$ cat config.mk
export PLATFORM = sky130hd
export DESIGN_NAME = tdm_demux_1to4
export DESIGN_NICKNAME = d
export VERILOG_FILES = /design/src/rtl/tdm_demux_1to4.sv
export SDC_FILE = /design/constraint.sdc
export NUM_CORES = 1
export LEC_CHECK = 0
export CAP_MARGIN = 20
export CORE_UTILIZATION = 34
export CTS_CLUSTER_SIZE = 28
export DETAILED_ROUTE_END_ITERATION = 12
export PLACE_DENSITY = 0.64
export SETUP_SLACK_MARGIN = 0.3
export SYNTH_ARGS = -nofsm -noshare
export SYNTH_HDL_FRONTEND = slang
export SYNTH_SLANG_ARGS = --single-unit
$ cat constraint.sdc
create_clock -name clk -period 1.9 [get_ports clk]
set_clock_uncertainty 0.2 [all_clocks]
set_input_delay 0.285 -clock clk [delete_from_list [all_inputs] [get_ports clk]]
set_output_delay 0.285 -clock clk [all_outputs]
set_load 0.005 [all_outputs]
$ cat src/rtl/tdm_demux_1to4.sv
// tdm_demux_1to4: receive side of a 4-slot TDM link.
// Deserialises one WIDTH-bit word per valid beat into four channel outputs, updated together
// once per complete frame. Hunts for the frame-sync marker on slot 0, tracks lock and flags
// alignment violations.
// Optional feature: define TDM_DEMUX_PARITY_EN to enable even-parity checking per beat.
// A frame containing a bad beat is dropped at completion.

module tdm_demux_1to4 #(
  parameter int unsigned WIDTH = 8
) (
  input  logic             clk,
  input  logic             rst_n,
  input  logic [WIDTH-1:0] din,
  input  logic             din_valid,
  input  logic             frame_sync,
  input  logic             din_par,
  output logic [WIDTH-1:0] i0,
  output logic [WIDTH-1:0] i1,
  output logic [WIDTH-1:0] i2,
  output logic [WIDTH-1:0] i3,
  output logic             frame_valid,
  output logic [1:0]       slot,
  output logic             locked,
  output logic             sync_err,
  output logic             par_err
);

  typedef enum logic [0:0] {StHunt, StRun} state_e;

  state_e           state_q;
  logic [1:0]       slot_q;
  logic [WIDTH-1:0] sh0_q, sh1_q, sh2_q;
  logic [WIDTH-1:0] i0_q, i1_q, i2_q, i3_q;
  logic             frame_valid_q;
  logic             sync_err_q;

  // Per-beat event decode
  logic start_frame;  // sync beat: (re)starts a frame at slot 0
  logic go_hunt;      // non-sync beat where slot 0 was expected
  logic store_mid;    // non-sync beat for slots 1..3
  logic complete;     // slot-3 beat closes the frame
  logic sync_viol;    // alignment violation while running
  logic frame_ok;     // completing frame is clean enough to publish

  // Classify the current beat against the expected slot
  always_comb begin
    start_frame = 1'b0;
    go_hunt     = 1'b0;
    store_mid   = 1'b0;
    sync_viol   = 1'b0;
    if (din_valid) begin
      if (frame_sync) begin
        start_frame = 1'b1;
        // A sync beat is only a violation when it interrupts a frame in progress
        sync_viol   = (state_q == StRun) && (slot_q != 2'd0);
      end else if (state_q == StRun) begin
        if (slot_q == 2'd0) begin
          go_hunt   = 1'b1;
          sync_viol = 1'b1;
        end else begin
          store_mid = 1'b1;
        end
      end
    end
    complete = store_mid && (slot_q == 2'd3);
  end

`ifdef TDM_DEMUX_PARITY_EN
  logic beat_bad;
  logic bad_q;
  logic par_err_q;

  assign beat_bad = ^{din, din_par};
  assign frame_ok = ~(bad_q | beat_bad);

  // Track whether the frame in progress has seen a parity error
  always_ff @(posedge clk or negedge rst_n) begin
    if (!rst_n) begin
      bad_q     <= 1'b0;
      par_err_q <= 1'b0;
    end else begin
      par_err_q <= din_valid & beat_bad;
      if (start_frame) begin
        bad_q <= beat_bad;
      end else if (go_hunt || complete) begin
        bad_q <= 1'b0;
      end else if (store_mid) begin
        bad_q <= bad_q | beat_bad;
      end
    end
  end

  assign par_err = par_err_q;
`else
  logic unused_din_par;

  assign unused_din_par = din_par;
  assign frame_ok       = 1'b1;
  assign par_err        = 1'b0;
`endif

  // Hunt/run FSM with slot counter, shadow capture and atomic output update
  always_ff @(posedge clk or negedge rst_n) begin
    if (!rst_n) begin
      state_q       <= StHunt;
      slot_q        <= 2'd0;
      sh0_q         <= '0;
      sh1_q         <= '0;
      sh2_q         <= '0;
      i0_q          <= '0;
      i1_q          <= '0;
      i2_q          <= '0;
      i3_q          <= '0;
      frame_valid_q <= 1'b0;
      sync_err_q    <= 1'b0;
    end else begin
      frame_valid_q <= 1'b0;
      sync_err_q    <= sync_viol;
      if (start_frame) begin
        // Any partial frame is abandoned; stale shadow words get overwritten before completion
        state_q <= StRun;
        sh0_q   <= din;
        slot_q  <= 2'd1;
      end else if (go_hunt) begin
        state_q <= StHunt;
        slot_q  <= 2'd0;
      end else if (store_mid) begin
        slot_q <= slot_q + 2'd1;
        unique case (slot_q)
          2'd1: sh1_q <= din;
          2'd2: sh2_q <= din;
          default: begin
            if (frame_ok) begin
              i0_q          <= sh0_q;
              i1_q          <= sh1_q;
              i2_q          <= sh2_q;
              i3_q          <= din;
              frame_valid_q <= 1'b1;
            end
          end
        endcase
      end
    end
  end

  assign i0          = i0_q;
  assign i1          = i1_q;
  assign i2          = i2_q;
  assign i3          = i3_q;
  assign frame_valid = frame_valid_q;
  assign slot        = slot_q;
  assign locked      = (state_q == StRun);
  assign sync_err    = sync_err_q;

endmodule

==> metrics.md <==
| Metric | Value |
|---|---|
| Status | finished, violations left |
| Failing checks | setup timing |
| DP HPWL | 2.83 mm |
| Yosys warns | 0 |
| Worst setup path end | i2[4]$_DFFE_PN0P_ |
| Max cap viols | 0 |
| Initial drt markers | 63 |
| Final Cycle Share | 1.03 |
| Die ar. | 7610 um2 |
| Synth Register Bits | 61 |
| Routed vias/inst | 4.32 |
| RSZ-0062 raised after global routing | yes |
| Core box area | 6910 um2 |
| Synth top area cells | dfrtp_1, mux2_4, mux2_2, buf_8, ha_1 |
| Share of the synthesized area in the top cell type | 0.618 |
| Worst Path Max Fanout | 6 |
| Worst path depth | 7 |
| Area grow syn2layout | 48.8% |
| TritonCTS Sinks | 61 |
| CTS Buffer Depth | 2 |
| TritonCTS clock tree | built |
| Layout cell share with drive strength beyond 1 | 0.492 |
| Max Fclk | 512 MHz |
| First-pass GRT wire length | 7.61 mm |
| Power per Cell Area | 1430 nW/um2 |
| Final setup fails | 26 |
| Remaining DRCs | 0 |
| Internal power | 3940 uW |
| Synthesized area | 2470 um2 |
| Crit path kind | reg2reg |
| Comb pwr share | 0.373 |
| R2r startpoint | slot[0]$_DFFE_PN0P_ |
| Cell family with most CP delay | simple AND/OR/NAND/NOR gates |
| Post-route ant nets | 0 |
| Commonest cells in the synthesized netlist | dfrtp_1, mux2_4, mux2_2 |
| Pre-antenna DRT Iters | 2 |
| GRT Total Usage | 0.136 |
| Final hold viol count | 0 |
| Pin count of the biggest net entering global routing | 62 |
| Row count | 30 |
| R2R Path End | i2[4]$_DFFE_PN0P_ |
| Worst EP required | 1.92 ns |
| Most frequent cell after synthesis | dfrtp_1 |
| Antenna violations before repair | 0 |
| Post-Syn Nets | 160 |
| Distinct cells, synth | 17 |
| Setup slack, reg-to-reg | -0.05 ns |
| Fill cells | 603 |
| Layout Nets | 255 |
| Vias in the first global route | 1,501 |
| Die H | 87.3 um |
| Vias | 1,469 |
| Multi-input gate area | 972 um2 |
| CP peak stage delay | 0.36 ns |
| CTS clk-pin slew, worst paths | 0.07 ns |
| Placed Cells | 299 |
| Worst Hold Class | in2async |
| Buf+Inv Stages, Crit Path | 3 |
| Reg area | 1530 um2 |
| Sw frac | 0.250 |
| Final Critical Period | 1.95 ns |
| Total Routed Length | 4.80 mm |
| Arr. time, crit path | 1.97 ns |
| IO Port Bufs | 48 |
| Launch point of the worst path | slot[0]$_DFFE_PN0P_ |
| Global route total overflow | 0 |
| Synthesized netlist cell count | 144 |
| CTS buffer count | 9 |
| Clock Power Share | 0.227 |
| Syn_area_per_cell | 17.2 um2 |
| H-tree level count | 3 |
| Setup WS post-layout | -0.0516 ns |
| Post-synth ARST share | 1.00 |
| Diode count | 0 |
| Hold_ws | 0.296 ns |
| VDD IR max | 0.423 mV |
| DR WL/cell | 14.1 um |
| Boundary Pins | 51 |
| Initial Util | 0.358 |
| Clock latency on the worst-skew pair | 0.33 ns |
| CP max-delay cell | dfrtp_1 |
| Max-slew violations | 0 |
| Seq pwr share | 0.399 |
| Net switching power | 1310 uW |
| Worst Setup End Kind | register |
| Setup TNS | -0.913 ns |
| CTS root buffer | clkbuf_8 |
| Cells on worst reg2reg path | 7 |
| CP startpoint kind | register |
| Biggest area consumer among synthesized cells | dfrtp_1 |
| Layout Cells excl Fill | 340 |
| Post-synth EDFFs | 0 |
| Synth Flop Type | dfrtp_1 |
| Leakage | 0.00188 uW |
| Seq/Total Area, Yosys | 0.618 |
| Placer Congestion | 0.665 |
| Die W | 87.3 um |
| CP Cell Sequence | inv_2 -> ha_4 -> and4bb_1 -> nor2b_4 -> buf_6 -> clkbuf_16 -> mux2_4 |
state kept, by name (all words and copies together) (netlist names):
name	cells
frame_valid	1
i0	8
i1	8
i2	8
i3	8
locked	1
sh0_q	8
sh1_q	8
sh2_q	8
slot	2
sync_err	1
metrics by stage:
stage,setup slack [ns],util,instance area [um2],power (uW)
floorplan,-0.113,-,2480,2950
global placement,-0.179,0.459,3170,3860
detailed placement,-0.184,0.459,3170,3910
CTS,-0.0447,0.517,3570,5220
global route,-0.143,0.532,3680,5580
finish,-0.0516,0.532,3680,5250
timing repair:
action | 4_1_cts | 5_1_grt
resized for setup | 62 | 11
hold buffers | 1 | 0
gates cloned | 0 | 3
setup buffers | 18 | 3
pin swaps | 1 | 3
hold endpoints to repair | 61 | 0
endpoints found under the setup margin | 85 | 52
cell usage in the layout, fill, tap and decap left out, types with 2 or more instances in the layout:
cell type        Yosys  final
clkbuf_2             0      2
buf_4                1     27
o21ai_0              2      2
clkbuf_16            0      2
dlygate4sd2_1        0     35
nand2_4              0      2
nand2_1              7      5
buf_6                1      7
clkdlybuf4s50_1      0     10
dfrtp_1             61     61
a22o_1               2      2
ha_1                 3      2
buf_12               0      3
mux2_4              29     46
mux2_2              27     10
inv_2                0      2
clkbuf_8             0     12
worst min-delay path, delay by kind of cell:
kind     cells  cell delay, ns
buf+inv      3            0.92
cell families (layout without fill, tap and decap cells):
group / after synthesis / count (layout) / share of synthesized area
flip-flops: 61 / 61 / 0.618
other: 1 / 1 / 0.00152
adder cells (fa/ha/maj): 3 / 3 / 0.0152
buffers and inverters: 7 / 107 / 0.0289
AND/OR/NAND/NOR: 11 / 11 / 0.0228
AO/OA/AOI/OAI: 4 / 4 / 0.0111
XOR/XNOR: 1 / 1 / 0.00354
multiplexers: 56 / 56 / 0.299
power groups by stage:
stage	Sequential (uW)	Combinational, uW	Clock, uW
after detailed placement	2140	1770	0
after floorplan	2120	827	0
after global placement	2130	1730	0
final	2100	1960	1190
after global routing	2170	2120	1300
after CTS	2090	1910	1230
routing by layer:
layer | GRT usage | vias to the layer above | share of wire
met1 | 0.170 | 737 | 0.48
met5 | 0 | - | 0
met2 | 0.207 | 36 | 0.47
li1 | - | 692 | -
met4 | 0.0581 | 0 | 0.013
met3 | 0.0550 | 4 | 0.043
how the worst min path moves through the flow:
stage / cells after the start / slack (ns) / endpoint
detailed placement: 2 / 0.12 / i3[3]$_DFFE_PN0P_
CTS: 1 / 0.30 / i2[4]$_DFFE_PN0P_
global route: 3 / 0.31 / sh2_q[0]$_DFFE_PN0P_
floorplan: 0 / -0.21 / frame_valid$_DFF_PN0_
global placement: 2 / 0.12 / i3[3]$_DFFE_PN0P_
finish: 3 / 0.30 / i3[3]$_DFFE_PN0P_
area by class of cell:
cell class / count / area share
timing repair buffer: 89 / 0.228
multi-input combinational: 76 / 0.264
clock buffer: 13 / 0.0459
sequential: 61 / 0.415
inverter: 2 / 0.00204
tap: 96 / 0.0327
clock inverter: 3 / 0.0116
Power figures use the tool's default switching activity.
==> patch: new RTL, config.mk and constraints unchanged <==
Build with the macro `TDM_DEMUX_PARITY_EN` defined.
--- a/src/rtl/tdm_demux_1to4.sv
+++ b/src/rtl/tdm_demux_1to4.sv
@@ -4,6 +4,8 @@
 // alignment violations.
 // Optional feature: define TDM_DEMUX_PARITY_EN to enable even-parity checking per beat.
 // A frame containing a bad beat is dropped at completion.
+
+`define TDM_DEMUX_PARITY_EN
 
 module tdm_demux_1to4 #(
   parameter int unsigned WIDTH = 8
Formal check against the unedited RTL: not equivalent (Yosys sat finds a counterexample within 4 cycles, from zero or initial values and one cycle with rst_n low).
==> patch against the unedited design <==
The run still ends with negative setup slack left. Cell count increased by 6.8%. Sequential cell count increased by 2. Via count increased by 13%. Routed wire length increased by 20%. Synthesized cell count increased by 13%. Synthesized area increased by 3.4%. Power decreased by 2.0%. Setup slack got worse by 0.25 ns. First-iteration DRC count decreased by 24%. Critical path depth increased by 1. Final area increased by 8.0%. Fmax decreased by 11%. Critical path type unchanged. Highest routed layer unchanged.
==> patch: results (changes against the unedited design) <==
Finish
  • Nets: 276 (was 255)
  • Layout cells sized above 1: 0.5076 (was 0.4918)

STA
  • Total negative slack: -9.491 ns (was -0.9131 ns)
  • Final setup vio count: 48 (was 26)
  • Post-route setup slack: -0.2974 ns (was -0.05162 ns)
  • WHS: 0.01727 ns (was 0.2959 ns)

Yosys
  • Post-synth net total: 179 (was 160)
  • Post-Synth Adder-Cell Area: 0.01958 (was 0.01519)
  • Cells after synthesis: 162 (was 144)
  • Unique masters post-synth: 24 (was 17)
  • Synth top area cells: dfrtp_1 (62%), mux2_2 (25%), ha_1 (2.0%), xnor3_1 (1.8%), buf_6 (1.3%) (was dfrtp_1 (62%), mux2_4 (18%), mux2_2 (12%), buf_8 (1.8%), ha_1 (1.5%))
  • Post-synthesis sequential area ratio: 0.6167 (was 0.6177)
  • Compound-cell area share of the yosys netlist: 0.02349 (was 0.01114)
  • Top cells by count, synth: dfrtp_1 (63), mux2_2 (56), nand2_1 (7), ha_1 (4) (was dfrtp_1 (61), mux2_4 (29), mux2_2 (27), nand2_1 (7))

Place
  • GPL Wtd Cong: 0.7265 (was 0.6652)
  • Placed wire-length estimate: 3435 um (was 2834 um)
  • Port Buffer Count: 50 (was 48)

Detailed routing
  • DR WL/cell: 15.82 um (was 14.11 um)
  • DRT Pass-1 Iters: 4 (was 2)
  • DRT iter0 DRCs: 48 (was 63)

Pwr
  • Leakage: 0.002056 uW (was 0.001880 uW)
  • Max VDD drop: 0.4494 mV (was 0.4225 mV)

Global routing
  • Vias in the first global route: 1,667 (was 1,501)
  • Largest net degree at the start of global routing: 64 (was 62)
  • First-pass GRT wire length: 8466 um (was 7610 um)
  • Global Route Usage Sum: 0.1508 (was 0.1359)

Setup path
  • Data arrival, critical path: 2.22 ns (was 1.97 ns)
  • Crit Path Max Fanout: 7 (was 6)
  • RR Endpoint: i2[5] (was i2[4])

Worst hold path
  • HP Class: input port to flop (was input port to async pin)

Status
  • Violated checks: negative setup slack (unchanged)
  • Outcome: finished with violations (unchanged)
==> patch: logic make-up after synthesis <==
group | Yosys count
XOR/XNOR | 7
AO/OA/AOI/OAI | 8
multiplexers | 57
AND/OR/NAND/NOR | 15
flip-flops | 63
adder cells (fa/ha/maj) | 4
buffers and inverters | 8
==> patch: per-layer routing <==
layer | vias to the layer above | global-route usage | share of wire
met2 | 39 | 0.2343 | 0.49
li1 | 768 | - | -
met3 | 9 | 0.03545 | 0.033
met5 | - | 0 | 0
met1 | 838 | 0.1947 | 0.46
met4 | 0 | 0.08358 | 0.019
==> patch: worst max-delay path by stage <==
| stage | start | end | slack (ns) | depth (start not counted) |
|---|---|---|---|---|
| after floorplan | slot[0] | i3[6] | -0.28 | 7 |
| after global placement | din[3] | i3[1] | -0.70 | 6 |
| after detailed placement | din[3] | i0[3] | -0.75 | 6 |
| after CTS | slot[1] | i3[2] | -0.28 | 8 |
| after global routing | slot[0] | i1[5] | -0.37 | 8 |
| final | slot[0] | i2[5] | -0.30 | 8 |
==> patch: cell type report <==
class / instances / area, um2
multi-input combinational: 91 / 1180
timing repair buffer: 91 / 889.6
sequential: 63 / 1577
inverter: 3 / 11.26
clock inverter: 6 / 61.31
fill: 621 / 3283
clock buffer: 10 / 127.6
tap: 99 / 123.9
==> patch: power breakdown <==
group          internal, uW  leakage, uW  switching [uW]
Combinational          1300      0.00115             622
Sequential             1840     0.000808             273
Clock                   601    0.0000960             511
Total                  3740      0.00206            1410
==> patch: critical path, cell delays in order (launching register included) <==
cell	delay (ns)
dfrtp_1	0.36
inv_2	0.06
ha_4	0.16
and4bb_2	0.36
nand3b_1	0.13
mux2i_4	0.21
buf_6	0.16
clkbuf_16	0.16
mux2_4	0.30
==> patch: per-stage QoR <==
stage / util / worst slack (ns)
after detailed placement: 0.4704 / -0.7488
final: 0.5474 / -0.2974
after CTS: 0.5091 / -0.2804
after global placement: 0.4704 / -0.7048
after floorplan: - / -0.2768
after global routing: 0.5474 / -0.3738
==> patch: timing repair <==
action                                  in CTS  in global routing
hold buffers                                 1                  0
cloned                                       1                  2
pin swaps                                    5                  5
hold endpoints to repair                    63                  0
endpoints found under the setup margin      89                 53
gates resized for setup                     70                 67
setup buffers                                9                  3
